[config.mk]
export PLATFORM = sky130hd
export DESIGN_NAME = tmds_encoder_flat
export DESIGN_NICKNAME = d
export VERILOG_FILES = /design/src/rtl/tmds_enc_if.sv /design/src/rtl/tmds_encoder.sv /design/src/flat_wrapper.sv
export SDC_FILE = /design/constraint.sdc
export NUM_CORES = 1
export LEC_CHECK = 0
export ABC_AREA = 1
export ABC_CLOCK_PERIOD_IN_PS = 3700
export BUFFER_PORTS_ARGS = -buffer_cell sky130_fd_sc_hd__buf_4
export CORE_MARGIN = 10
export CORE_UTILIZATION = 40
export DETAILED_ROUTE_END_ITERATION = 10
export GPL_TIMING_DRIVEN = 0
export SLEW_MARGIN = 20
export SYNTH_ARGS = -nofsm -noshare
export SYNTH_HDL_FRONTEND = slang
export SYNTH_SLANG_ARGS = --single-unit
[constraint.sdc]
create_clock -name pixel_clk -period 3.7 [get_ports pixel_clk]
set_clock_uncertainty 0.15 [all_clocks]
set_input_delay 0.185 -clock pixel_clk [delete_from_list [all_inputs] [get_ports pixel_clk]]
set_output_delay 0.185 -clock pixel_clk [all_outputs]
set_load 0.02 [all_outputs]
[src/rtl/tmds_enc_if.sv]
// Pixel-side bundle for one TMDS channel encoder: video/control inputs in, 10-bit character out.
interface tmds_enc_if;
  logic       de;
  logic       c0;
  logic       c1;
  logic [7:0] din;
  logic [9:0] dout;

  modport master (output de, output c0, output c1, output din, input dout);
  modport slave  (input de, input c0, input c1, input din, output dout);
endinterface

[src/rtl/tmds_encoder.sv]
// TMDS 8b/10b encoder for one DVI/HDMI colour channel, three register stages A/B/C.
// Define TMDS_ENC_OUT_REG_EN to add a fourth register holding dout only.
module tmds_encoder (
  input logic       pixel_clk,
  input logic       rst_n,
  tmds_enc_if.slave bus
);

  function automatic logic [3:0] popcount8(input logic [7:0] v);
    logic [3:0] n;
    n = 4'd0;
    for (int i = 0; i < 8; i++) begin
      n = n + {3'd0, v[i]};
    end
    return n;
  endfunction

  logic [7:0]        din_a_r;
  logic [3:0]        n1d_a_r;
  logic              de_a_r, c0_a_r, c1_a_r;
  logic [8:0]        qm_s;
  logic [8:0]        qm_b_r;
  logic [3:0]        n1q_b_r, n0q_b_r;
  logic              de_b_r, c0_b_r, c1_b_r;
  logic signed [4:0] diff_s;
  logic signed [4:0] cnt_s;
  logic signed [4:0] cnt_r;
  logic [9:0]        dout_s;
  logic [9:0]        dout_r;

  // Stage A: capture inputs and the popcount of the pixel.
  always_ff @(posedge pixel_clk or negedge rst_n) begin
    if (!rst_n) begin
      din_a_r <= 8'd0;
      n1d_a_r <= 4'd0;
      de_a_r  <= 1'b0;
      c0_a_r  <= 1'b0;
      c1_a_r  <= 1'b0;
    end else begin
      din_a_r <= bus.din;
      n1d_a_r <= popcount8(bus.din);
      de_a_r  <= bus.de;
      c0_a_r  <= bus.c0;
      c1_a_r  <= bus.c1;
    end
  end

  // Stage B combinational: transition-minimised 9-bit word.
  always_comb begin
    logic xnor_mode;
    logic acc;
    xnor_mode = (n1d_a_r > 4'd4) || ((n1d_a_r == 4'd4) && !din_a_r[0]);
    acc       = din_a_r[0];
    qm_s      = 9'd0;
    qm_s[0]   = acc;
    for (int i = 1; i < 8; i++) begin
      if (xnor_mode) begin
        acc = ~(acc ^ din_a_r[i]);
      end else begin
        acc = acc ^ din_a_r[i];
      end
      qm_s[i] = acc;
    end
    if (xnor_mode) begin
      qm_s[8] = 1'b0;
    end else begin
      qm_s[8] = 1'b1;
    end
  end

  // Stage B registers: q_m plus its ones/zeros counts.
  always_ff @(posedge pixel_clk or negedge rst_n) begin
    if (!rst_n) begin
      qm_b_r  <= 9'd0;
      n1q_b_r <= 4'd0;
      n0q_b_r <= 4'd0;
      de_b_r  <= 1'b0;
      c0_b_r  <= 1'b0;
      c1_b_r  <= 1'b0;
    end else begin
      qm_b_r  <= qm_s;
      n1q_b_r <= popcount8(qm_s[7:0]);
      n0q_b_r <= 4'd8 - popcount8(qm_s[7:0]);
      de_b_r  <= de_a_r;
      c0_b_r  <= c0_a_r;
      c1_b_r  <= c1_a_r;
    end
  end

  // Stage C combinational: DC-balance decision and running disparity update.
  always_comb begin
    diff_s = $signed({1'b0, n1q_b_r}) - $signed({1'b0, n0q_b_r});
    cnt_s  = cnt_r;
    dout_s = 10'd0;
    if (!de_b_r) begin
      cnt_s = 5'sd0;
      case ({c1_b_r, c0_b_r})
        2'b00:   dout_s = 10'h354;
        2'b01:   dout_s = 10'h0AB;
        2'b10:   dout_s = 10'h154;
        2'b11:   dout_s = 10'h2AB;
        default: dout_s = 10'h354;
      endcase
    end else if ((cnt_r == 5'sd0) || (n1q_b_r == n0q_b_r)) begin
      if (qm_b_r[8]) begin
        dout_s = {2'b01, qm_b_r[7:0]};
        cnt_s  = cnt_r + diff_s;
      end else begin
        dout_s = {2'b10, ~qm_b_r[7:0]};
        cnt_s  = cnt_r - diff_s;
      end
    end else if (((cnt_r > 5'sd0) && (n1q_b_r > n0q_b_r)) ||
                 ((cnt_r < 5'sd0) && (n0q_b_r > n1q_b_r))) begin
      dout_s = {1'b1, qm_b_r[8], ~qm_b_r[7:0]};
      cnt_s  = cnt_r + $signed({3'b000, qm_b_r[8], 1'b0}) - diff_s;
    end else begin
      dout_s = {1'b0, qm_b_r[8], qm_b_r[7:0]};
      cnt_s  = cnt_r - $signed({3'b000, ~qm_b_r[8], 1'b0}) + diff_s;
    end
  end

  // Stage C registers: output character and disparity.
  always_ff @(posedge pixel_clk or negedge rst_n) begin
    if (!rst_n) begin
      dout_r <= 10'd0;
      cnt_r  <= 5'sd0;
    end else begin
      dout_r <= dout_s;
      cnt_r  <= cnt_s;
    end
  end

`ifdef TMDS_ENC_OUT_REG_EN
  logic [9:0] dout_x_r;

  // Extra output retiming stage toward a distant serializer.
  always_ff @(posedge pixel_clk or negedge rst_n) begin
    if (!rst_n) begin
      dout_x_r <= 10'd0;
    end else begin
      dout_x_r <= dout_r;
    end
  end

  assign bus.dout = dout_x_r;
`else
  assign bus.dout = dout_r;
`endif

endmodule

[src/flat_wrapper.sv]
// flat-port wrapper written by rule: the top's interface ports become plain ports
module tmds_encoder_flat 
  (pixel_clk, rst_n, bus_de, bus_c0, bus_c1, bus_din, bus_dout);
  tmds_enc_if bus_i ();
  input logic pixel_clk;
  input logic rst_n;
  input wire logic [$bits(bus_i.de)-1:0] bus_de;
  input wire logic [$bits(bus_i.c0)-1:0] bus_c0;
  input wire logic [$bits(bus_i.c1)-1:0] bus_c1;
  input wire logic [$bits(bus_i.din)-1:0] bus_din;
  output wire logic [$bits(bus_i.dout)-1:0] bus_dout;
  assign bus_i.de = bus_de;
  assign bus_i.c0 = bus_c0;
  assign bus_i.c1 = bus_c1;
  assign bus_i.din = bus_din;
  assign bus_dout = bus_i.dout;
  tmds_encoder u_core (.pixel_clk(pixel_clk), .rst_n(rst_n), .bus(bus_i));
endmodule
Word level (Yosys, flattened, before mapping)
Index checks and enable logic that the tools add are counted.
Cells by class
  add/sub/neg operators: 22
  $mul: 0
  div/mod/pow operators: 0
  $lt $le $gt $ge: 5
  equal/unequal tests: 5
  shifts and indexed selects: 0
  multiplexer cells: 17
  bitwise logic cells: 16
  reductions and logical operators: 9
Operators with widths (number)
  $add A4 B1 Y4: 12
  $mux W10: 4
  $pmux W10 S4: 1
  $mux W5: 4
  $add A5 B5 Y5: 2
  $sub A5 B5 Y5: 2
  $gt A4 B4 Y1: 2
  $mux W1: 8
  $not A1 Y1: 8
  $not A8 Y8: 1
  $xor A1 B1 Y1: 7
  $add A5 B3 Y5: 1
  $gt A5 B1 Y1 const B: 1
  $logic_not A5 Y1: 1
  $lt A5 B1 Y1 const B: 1
  $sub A4 B4 Y5: 1
  $sub A5 B3 Y5: 1
  $add A1 B1 Y2: 2
  $eq A2 B2 Y1 const B: 2
  $eq A4 B3 Y1 const B: 1
  $eq A4 B4 Y1: 1
  $gt A4 B3 Y1 const B: 1
  $sub A4 B4 Y4 const A: 1
  $logic_and A1 B1 Y1: 3
  other kinds (4): 6
Word-level totals
  register bits after elaboration: 50
  bits in latches: 0
  bits in writable memories: 0
  bits in read-only memories: 0
  input port bits: 13
  output and inout port bits: 10
  memories kept: 0

Longest topological paths before layout
Gate-level depths: netlist (run 1).
  depth after elaboration: 24
  depth in mapped cells: 20
  gate-level depth less buffers: 20

Least setup slack after synthesis (run 1)
OpenSTA, ideal clock, no wires.
  kind: register -> register
  start: register u_core.din_a_r[0]
  end: register u_core.n0q_b_r[2]
  arrival: 3.503 ns
  setup slack: -0.087 ns
  stages on the path, launching flop included: 15
  path buffers: 0
  clock period less this slack: 3.787 ns
  cell sequence: dfrtp_1 nand3_1 nand2_1 nand2_2 xor2_1 ha_1 inv_1 fa_1 inv_1 fa_1 fa_1 inv_1 fa_1 ha_1 xor2_1
Between the ends
  longest elaborated chain between the ends: 24
  elaborated cells between the ends (all ways): 32
  classes of those cells: add/sub (8); mux (7); bitwise (14); reduce/logical (3)
RTL lines
  start, declared: line tmds_encoder.sv:18  | logic [7:0] din_a_r;
  start signal, assigned: line tmds_encoder.sv:40  | din_a_r <= bus.din;
  $logic_not A1 Y1: line tmds_encoder.sv:52  | xnor_mode = (n1d_a_r > 4'd4) || ((n1d_a_r == 4'd4) && !din_a_r[0]);
  $logic_and A1 B1 Y1: line tmds_encoder.sv:52
  $logic_or A1 B1 Y1: line tmds_encoder.sv:52
  $mux W1 *: line tmds_encoder.sv:57  | if (xnor_mode) begin
  named net u_core.qm_s[1]: line tmds_encoder.sv:21  | logic [8:0] qm_s;
  branches (longest 18 deep; another with $add A4 B1 Y4)
  $add A4 B1 Y4 *: line tmds_encoder.sv:13  | n = n + {3'd0, v[i]};
  $sub A4 B4 Y4 *: line tmds_encoder.sv:83  | n0q_b_r <= 4'd8 - popcount8(qm_s[7:0]);
  end signal, assigned: line tmds_encoder.sv:83
  end, declared: line tmds_encoder.sv:23  | logic [3:0] n1q_b_r, n0q_b_r;
Mark *: on every way through the listed nets, which the timed path passes.

Worst setup path after layout (run 1)
Ends and elaborated chain as after synthesis.

==> results of run 1 <==
[registers in the layout, summed over array words and instances, names as in the netlist]
| name | count |
|---|---|
| u_core.din_a_r | 8 |
| u_core.c0_a_r | 1 |
| u_core.n1q_b_r | 3 |
| u_core.de_b_r | 1 |
| u_core.n0q_b_r | 3 |
| u_core.de_a_r | 1 |
| u_core.c1_b_r | 1 |
| u_core.bus.dout | 10 |
| u_core.c1_a_r | 1 |
| u_core.qm_b_r | 9 |
| u_core.c0_b_r | 1 |
| u_core.n1d_a_r | 4 |
| u_core.cnt_r | 5 |
[what timing repair did]
action / in CTS / in global routing
endpoints found under the hold margin: 60 / 0
endpoints found under the setup margin: 3 / 3
setup buffers: 3 / 3
pin swaps: 10 / 11
hold buffers: 12 / 0
resized for setup: 8 / 10
[area by class of cell]
cell class,count,share of cell area (%)
plain buffers,2,0.4643
multi-input cells,194,41.61
repair buffers,40,9.429
clock buffers,6,2.357
clock inverters,2,1.107
flip-flops and latches,48,34.32
inverters,68,7.286
well taps,96,3.429
[placed cells by master (no fill, tap or decap), drive strengths merged]
| cell | netlist | layout |
|---|---|---|
| xor2 | 8 | 8 |
| ha | 27 | 27 |
| clkbuf | 0 | 6 |
| nor2 | 7 | 7 |
| nand4 | 1 | 1 |
| nand3 | 24 | 24 |
| clkinv | 0 | 1 |
| buf | 2 | 30 |
| o21ai | 16 | 16 |
| o21bai | 1 | 1 |
| fa | 13 | 13 |
| o211ai | 2 | 2 |
| bufinv | 0 | 1 |
| dfrtp | 48 | 48 |
| xnor2 | 8 | 8 |
| dlygate4sd3 | 0 | 12 |
| nand3b | 3 | 3 |
| a21oi | 16 | 16 |
| inv | 68 | 68 |
| nand2 | 68 | 68 |
[metal layers]
metal  part of all wire (%)  wire length, um  GRT usage, %
met1                     47             2303         11.50
met2                     48             2341         15.98
met3                    4.5              223         3.256
met4                    1.1               55         2.941
met5                      0                0             0
[worst paths after layout]
check / from / endpoint / slack [ns] / depth (start not counted)
min reg2reg: u_core.de_a_r / u_core.de_b_r / 0.21 / 0
max: u_core.din_a_r[0] / u_core.n0q_b_r[2] / 0.008 / 14
min: u_core.de_a_r / u_core.de_b_r / 0.21 / 0
max in group asynchronous: rst_n / u_core.din_a_r[0] / 2.71 / 2
min in group asynchronous: rst_n / u_core.cnt_r[1] / 0.27 / 2
max reg2reg: u_core.din_a_r[0] / u_core.n0q_b_r[2] / 0.008 / 14
[kinds of logic (layout without fill, tap and decap cells)]
group | count (synthesis) | in the layout | synth area share, %
buffers and inverters | 70 | 118 | 9.484
AOI/OAI and AO/OA | 35 | 35 | 7.037
and+or+nand+nor | 103 | 103 | 15.73
DFF | 48 | 48 | 41.96
xor gates and xnor gates | 16 | 16 | 4.895
adders and majority gates | 40 | 40 | 20.89
[through the flow]
step	setup WS (ns)	std cells	cell area [um^2]	utilization [%]
2_1_floorplan	0.01484	312	2873	-
5_1_grt	-0.1011	456	3503	51.00
4_1_cts	-0.04737	453	3443	50.13
3_5_place_dp	-0.2441	430	3158	45.97
3_3_place_gp	-0.1696	430	3158	45.97
6_report	0.008142	456	3503	51.00
[worst register-to-register path: cells and delay by family, from the launching register on]
| kind | cells | cell delay (ns) |
|---|---|---|
| fa+ha+maj | 6 | 2.26 |
| buf+inv | 3 | 0.16 |
| xor+xnor | 2 | 0.31 |
| flops | 1 | 0.44 |
| simple gates | 3 | 0.24 |
==> reports/metrics.cfg, run 1 <==
[worst_setup_path]
cp_num_buf_inv=3
cp_slowest_stage_delay_ns=0.47
critical_path_type=reg -> reg
cp-end-kind=register
path_cells=nand3_2 -> nand2_2 -> nand2_4 -> xor2_2 -> ha_1 -> inv_2 -> fa_1 -> inv_1 -> fa_1 -> fa_2 -> inv_2 -> fa_2 -> ha_4 -> xor2_1
cp_slowest_cell=fa_1
cp.required_ns=3.72
kind_of_cell_adding_the_most_delay_to_the_critical_path=adder cells
maximum_fanout_encountered_on_the_critical_timing_path=5
cp_data_arrival_time_ns=3.71
start_kind=register

[timing]
tightestPinTransition_ns=0.5775
timing_max_transition_violations_final=0
minimum_clock_period_after_layout_ns=3.692
setup_total_negative_slack_ns=0
setup_violations=0
final-hold-violation-count=0
final_min_period_over_clock_period_pct=99.78
hold_slack_ns=0.2088
slew_headroom_pct=61.09
rsz0062_at_grt=yes
fmaxAchievable_ghz=0.2709

[run_status]
run_status=finished, final reports clean

[grt]
first_global_vias=2093
initial_antenna_violation_count=0
grt_overflow_total=0
pin_count_of_the_biggest_net_entering_global_routing=49
grt_util_all_layers_pct=9.611
grt_first_pass_wirelength_um=8914

[placement]
post_detailed_placement_half_perimeter_wirelength_um=3798
portBuffers=22
gp_congestion=0.7858

[clock_network]
clk_pin_slew_ns=0.09
worstSkewPairLatency_ns=0.30
cts_tree=built
clock-root-buffer=clkbuf_8
numClockSinks=48
cts_max_level=2
cts_buffers=5
cts_max_path_buffers=2

[detailed_routing]
routedWlPerCell_um=10.80
detailedRoute.firstIterationViolations=48
first_pass_iters=4
totalWireLength_um=4923
num_vias=2004
drcViolationCount=0
antenna_violating_nets_post_route=0
avgViaCountPerCell=4.395

[yosys]
ys_top_cells_by_count=inv_1, nand2_1, dfrtp_1
synth-edff-count=0
yosys.cell_types.count=25
ys.flop_type=dfrtp_1
synthesis.instances=312
yosysSeqAreaShare_pct=41.96
synth_area_um2=2863
post-synth-top-area-fraction_pct=41.96
synth-async-reset-ratio_pct=100.0
syn-mean-instance-area_um2=9.175
synth.area.top_cells=dfrtp_1, ha_1, fa_1, inv_1, nand2_1
mapped_nets=365
count_of_synthesis_stage_warnings_from_yosys=0
synth-seq-cells=48
synth_top_cell_by_area=dfrtp_1
synth.most_common_cell=inv_1

[min_path]
min_path_type=reg -> reg

[die]
chipWidth_um=104.6
initial_utilization_pct=41.68
num_rows=30
i_o_pins=23
floorplan.core_area_um2=6869
die_area_um2=10940
die-height_um=104.6

[finish]
nets=412
layout-drive-gt1-share_pct=18.33
num-fill-cells=629
antennaDiodeCount=0
syn_to_final_growth_pct=22.38
regArea_um2=1202
multi_input_comb_area_um2=1458

[run]
cap_violations=0

Power of run 1 is not shown: default switching activity piles up to over one toggle a cycle in this logic, so the estimate is an artifact.
==> run 2, diff against run 1 <==
--- a/config.mk
+++ b/config.mk
@@ -6,12 +6,14 @@
 export NUM_CORES = 1
 export LEC_CHECK = 0
 export ABC_AREA = 1
-export ABC_CLOCK_PERIOD_IN_PS = 3700
+export ABC_CLOCK_PERIOD_IN_PS = 3400
 export BUFFER_PORTS_ARGS = -buffer_cell sky130_fd_sc_hd__buf_4
 export CORE_MARGIN = 10
 export CORE_UTILIZATION = 40
+export CTS_CLUSTER_SIZE = 20
 export DETAILED_ROUTE_END_ITERATION = 10
 export GPL_TIMING_DRIVEN = 0
+export PLACE_DENSITY = 0.57
 export SLEW_MARGIN = 20
 export SYNTH_ARGS = -nofsm -noshare
 export SYNTH_HDL_FRONTEND = slang
==> constraint.sdc (replaced) <==
create_clock -name pixel_clk -period 3.4 [get_ports pixel_clk]
set_clock_uncertainty 0.15 [all_clocks]
set_input_delay 0.17 -clock pixel_clk [delete_from_list [all_inputs] [get_ports pixel_clk]]
set_output_delay 0.17 -clock pixel_clk [all_outputs]
set_load 0.02 [all_outputs]
==> run 2 against run 1 <==
- the run now ends with negative setup slack left
- critical path depth unchanged
- maximum frequency down 0.80%
- worst hold slack worse by 0.0020 ns
- critical path type unchanged
- final cell count up 0.22%
- largest cell class unchanged
==> reports/metrics.cfg, run 2 (synthesis results as in run 1) <==
[detailed_routing]
first_pass_iters=5  ; +1
antenna_violating_nets_post_route=0  ; unchanged
detailedRoute.firstIterationViolations=56  ; +17%
totalWireLength_um=5138  ; +4.4%
num_vias=2035  ; +1.5%
avgViaCountPerCell=4.453  ; +1.3%
routedWlPerCell_um=11.24  ; +4.1%
drcViolationCount=0  ; unchanged

[grt]
first_global_vias=2018  ; -3.6%
grt_first_pass_wirelength_um=8990  ; +0.85%
grt_util_all_layers_pct=9.687  ; +0.076 points
grt_overflow_total=0  ; unchanged
pin_count_of_the_biggest_net_entering_global_routing=49  ; unchanged
initial_antenna_violation_count=0  ; unchanged

[finish]
syn_to_final_growth_pct=22.77
antennaDiodeCount=0  ; unchanged
nets=413  ; +0.24%
final_area_um2=3515  ; +0.32%
final_cell_mix=inv_1, nand2_1, dfrtp_1
layout.cells.most_common=inv_1
layout-drive-gt1-share_pct=18.84  ; +0.50 points
num-fill-cells=668  ; +6.2%
number_of_flip_flops_in_the_largest_register=10  ; unchanged

[clock_network]
clock-root-buffer=clkbuf_8
cts_buffers=5  ; unchanged
clk_pin_slew_ns=0.09  ; about the same
numClockSinks=48  ; unchanged
cts_max_path_buffers=2  ; unchanged
worstSkewPairLatency_ns=0.30  ; about the same
cts_max_level=2  ; unchanged
cts_tree=built

[timing]
setup_total_negative_slack_ns=-1.141  ; -1.141 ns
final_min_period_over_clock_period_pct=109.5  ; +9.7 points
fmaxAchievable_ghz=0.2687  ; -0.80%
timing_max_transition_violations_final=0  ; unchanged
rsz0062_at_grt=yes
final-hold-violation-count=0  ; unchanged
setup_violations=5  ; +5
hold_slack_ns=0.2068  ; -0.002025 ns
minimum_clock_period_after_layout_ns=3.722  ; +0.02982 ns
slew_headroom_pct=61.22  ; +0.13 points
setup_ws_ns=-0.3217  ; -0.3298 ns
tightestPinTransition_ns=0.5817  ; +0.004216 ns

[die]
die_area_um2=10940  ; unchanged
die-height_um=104.6  ; unchanged
chipWidth_um=104.6  ; unchanged
floorplan.core_area_um2=6869  ; unchanged
initial_utilization_pct=41.68  ; unchanged
i_o_pins=23  ; unchanged
num_rows=30  ; unchanged

[placement]
dp_worst_setup_slack_ns=-0.5007  ; -0.2566 ns
post_detailed_placement_half_perimeter_wirelength_um=3979  ; +4.7%
dpl-instance-area_um2=3168  ; +0.32%
gp_congestion=0.8160  ; +3.8%
portBuffers=22  ; unchanged

[worst_setup_path]
cp_num_buf_inv=4  ; +1
cp_data_arrival_time_ns=3.76  ; +0.05 ns
kind_of_cell_adding_the_most_delay_to_the_critical_path=adder cells
cp.required_ns=3.44  ; -0.28 ns
maximum_fanout_encountered_on_the_critical_timing_path=4  ; -1
cp_slowest_stage_delay_ns=0.48  ; about the same
start_kind=register
critical_path_type=reg -> reg
path_cells=buf_6 -> nand2_2 -> nand2_2 -> xor2_2 -> ha_1 -> inv_2 -> fa_1 -> inv_1 -> fa_1 -> fa_2 -> inv_2 -> fa_2 -> ha_4 -> xor2_1
cp_slowest_cell=fa_1
cp-end-kind=register

[run_status]
run_status=finished with violations
violated_checks=negative setup slack

[run]
cap_violations=0  ; unchanged

[min_path]
min_path_type=reg -> reg

==> run 2: cell type report <==
cell class,instances,area [um^2],area share (%)
clock inverters,3,47.55,1.353
well taps,96,120.1,3.418
inverters,68,255.2,7.262
flip-flops and latches,48,1202,34.21
repair buffers,41,349.1,9.932
multi-input cells,194,1455,41.40
clock buffers,5,68.82,1.958
plain buffers,2,16.27,0.4628
==> run 2: through the flow <==
| step | utilization (%) | instances |
|---|---|---|
| after detailed placement | 46.12 | 430 |
| after floorplan | - | 312 |
| after global routing | 51.17 | 457 |
| after global placement | 46.12 | 430 |
| after CTS | 50.47 | 456 |
| final | 51.17 | 457 |
==> run 2: repair_timing <==
action	4_1_cts	5_1_grt
resized for setup	5	13
hold buffers	12	0
buffers inserted	6	1
endpoints found under the hold margin	60	0
gates cloned	0	0
setup endpoints to repair	5	5
pin swaps	5	4
==> run 2: per-layer routing <==
metal / vias up / track usage (%) / routed length (um)
met3: 6 / 2.211 / 191
li1: 1053 / - / -
met4: 0 / 3.824 / 62
met2: 36 / 16.03 / 2479
met1: 940 / 11.98 / 2405
met5: - / 0 / 0
==> run 2: path summary, 6_finish.rpt <==
kind	startpoint	end	slack [ns]	depth (start not counted)
min in group asynchronous	rst_n	u_core.bus.dout[7]	0.27	2
min	u_core.c0_a_r	u_core.c0_b_r	0.21	0
max	u_core.din_a_r[0]	u_core.n0q_b_r[2]	-0.32	14
min reg2reg	u_core.c0_a_r	u_core.c0_b_r	0.21	0
max reg2reg	u_core.din_a_r[0]	u_core.n0q_b_r[2]	-0.32	14
max in group asynchronous	rst_n	u_core.din_a_r[0]	2.41	2
Power of run 2 is left out for the same reason.
==> run 3, diff against run 2 <==
--- a/config.mk
+++ b/config.mk
@@ -14,6 +14,7 @@
 export DETAILED_ROUTE_END_ITERATION = 10
 export GPL_TIMING_DRIVEN = 0
 export PLACE_DENSITY = 0.57
+export RECOVER_POWER = 100
 export SLEW_MARGIN = 20
 export SYNTH_ARGS = -nofsm -noshare
 export SYNTH_HDL_FRONTEND = slang
==> run 3 against run 2 <==
- the flow still finishes with violations (negative setup slack)
- clock-buffer cell count unchanged
- critical endpoint unchanged
- global-route usage unchanged
- sequential cell count unchanged
- highest routed layer unchanged
- worst hold slack about the same
- critical path depth unchanged
- maximum frequency about the same
- final cell count unchanged
- first-iteration DRC count decreased by 16%
==> reports/metrics.cfg, run 3 (synthesis results as in run 1) <==
[finish]
final_area_um2=3496  ; -0.53%
layout.cells.most_common=inv_1
utilization_pct=50.89  ; -0.27 points
num-fill-cells=674  ; +0.90%
syn_to_final_growth_pct=22.12
layout-drive-gt1-share_pct=17.45  ; -1.4 points
antennaDiodeCount=0  ; unchanged
nets=413  ; unchanged
final_cell_mix=inv_1, nand2_1, dfrtp_1
number_of_flip_flops_in_the_largest_register=10  ; unchanged

[worst_setup_path]
path_cells=buf_6 -> nand2_2 -> nand2_2 -> xor2_2 -> ha_1 -> inv_2 -> fa_1 -> inv_1 -> fa_1 -> fa_2 -> inv_2 -> fa_2 -> ha_4 -> xor2_1
cp_slowest_cell=fa_1
cp_num_buf_inv=4  ; unchanged
cp.required_ns=3.44  ; about the same
cp-end-kind=register
start_kind=register
maximum_fanout_encountered_on_the_critical_timing_path=4  ; unchanged
cp_slowest_stage_delay_ns=0.48  ; about the same
cp_data_arrival_time_ns=3.76  ; about the same
kind_of_cell_adding_the_most_delay_to_the_critical_path=adder cells
critical_path_type=reg -> reg

[clock_network]
cts_max_level=2  ; unchanged
numClockSinks=48  ; unchanged
cts_max_path_buffers=2  ; unchanged
worstSkewPairLatency_ns=0.30  ; about the same
cts_tree=built
clk_pin_slew_ns=0.09  ; about the same
cts_buffers=5  ; unchanged
clock-root-buffer=clkbuf_8

[run_status]
run_status=finished with violations
violated_checks=negative setup slack

[timing]
tightestPinTransition_ns=0.5809  ; -0.0008376 ns
slew_headroom_pct=61.27  ; about the same
final-hold-violation-count=0  ; unchanged
minimum_clock_period_after_layout_ns=3.722  ; +0.00009900 ns
hold_slack_ns=0.2067  ; -0.00006400 ns
setup_violations=5  ; unchanged
rsz0062_at_grt=yes
fmaxAchievable_ghz=0.2687  ; about the same
setup_ws_ns=-0.3218  ; -0.00009900 ns
setup_total_negative_slack_ns=-1.141  ; -0.0005000 ns
timing_max_transition_violations_final=0  ; unchanged
final_min_period_over_clock_period_pct=109.5  ; about the same

[grt]
grt_overflow_total=0  ; unchanged
initial_antenna_violation_count=0  ; unchanged
grt_first_pass_wirelength_um=8990  ; unchanged
pin_count_of_the_biggest_net_entering_global_routing=49  ; unchanged
grt_util_all_layers_pct=9.687  ; unchanged
first_global_vias=2018  ; unchanged

[detailed_routing]
totalWireLength_um=5141  ; about the same
num_vias=2033  ; -0.098%
first_pass_iters=4  ; -1
antenna_violating_nets_post_route=0  ; unchanged
avgViaCountPerCell=4.449  ; about the same
drcViolationCount=0  ; unchanged
detailedRoute.firstIterationViolations=47  ; -16%
routedWlPerCell_um=11.25  ; about the same

[run]
cap_violations=0  ; unchanged

[min_path]
min_path_type=reg -> reg

[die]
num_rows=30  ; unchanged
die_area_um2=10940  ; unchanged
chipWidth_um=104.6  ; unchanged
floorplan.core_area_um2=6869  ; unchanged
die-height_um=104.6  ; unchanged
initial_utilization_pct=41.68  ; unchanged
i_o_pins=23  ; unchanged

[placement]
post_detailed_placement_half_perimeter_wirelength_um=3979  ; unchanged
dpl-instance-area_um2=3168  ; unchanged
portBuffers=22  ; unchanged
gp_congestion=0.8160  ; unchanged

-- run 3: what timing repair did --
| item | CTS | global route |
|---|---|---|
| hold buffers | 12 | 0 |
| endpoints found under the setup margin | 5 | 5 |
| pin swaps | 5 | 4 |
| hold endpoints to repair | 60 | 0 |
| gates resized for setup | 5 | 13 |
| buffers inserted | 6 | 1 |
-- run 3: final cells by class --
| cell class | count | area (um^2) | share of cell area (%) |
|---|---|---|---|
| Timing Repair Buffer | 41 | 330.3 | 9.449 |
| Buffer | 2 | 16.27 | 0.4653 |
| Clock inverter | 3 | 47.55 | 1.360 |
| Multi-Input combinational cell | 194 | 1455 | 41.63 |
| Inverter | 68 | 255.2 | 7.301 |
| Tap cell | 96 | 120.1 | 3.436 |
| Clock buffer | 5 | 68.82 | 1.969 |
| Sequential cell | 48 | 1202 | 34.40 |
-- run 3: worst register-to-register path, delay by kind of cell, from the launching register on --
family	cells	cell delay, ns
buffers and inverters	4	0.29
flip-flops	1	0.45
AND/OR/NAND/NOR	2	0.13
XOR/XNOR	2	0.29
adder cells (fa/ha/maj)	6	2.32
-- run 3: layer usage --
metal  up-vias  GRT usage [%]  part of all wire [%]
li1       1054              -                     -
met1       945          11.98                    48
met2        30          16.03                    48
met3         4          2.211                   3.1
met4         0          3.824                   1.1
met5         -              0                     0
-- run 3: worst paths after layout --
check | start | endpoint | slack, ns | cells past startpoint
max | u_core.din_a_r[0] | u_core.n0q_b_r[2] | -0.32 | 14
min reg2reg | u_core.c0_a_r | u_core.c0_b_r | 0.21 | 0
max in group asynchronous | rst_n | u_core.din_a_r[0] | 2.41 | 2
min in group asynchronous | rst_n | u_core.bus.dout[7] | 0.27 | 2
min | u_core.c0_a_r | u_core.c0_b_r | 0.21 | 0
max reg2reg | u_core.din_a_r[0] | u_core.n0q_b_r[2] | -0.32 | 14
-- run 3: stage by stage --
| stage | cells | setup slack [ns] |
|---|---|---|
| after floorplan | 312 | -0.2427 |
| after global routing | 457 | -0.4192 |
| final | 457 | -0.3218 |
| after detailed placement | 430 | -0.5007 |
| after global placement | 430 | -0.4716 |
| after CTS | 456 | -0.3177 |
Power of run 3 is left out for the same reason.
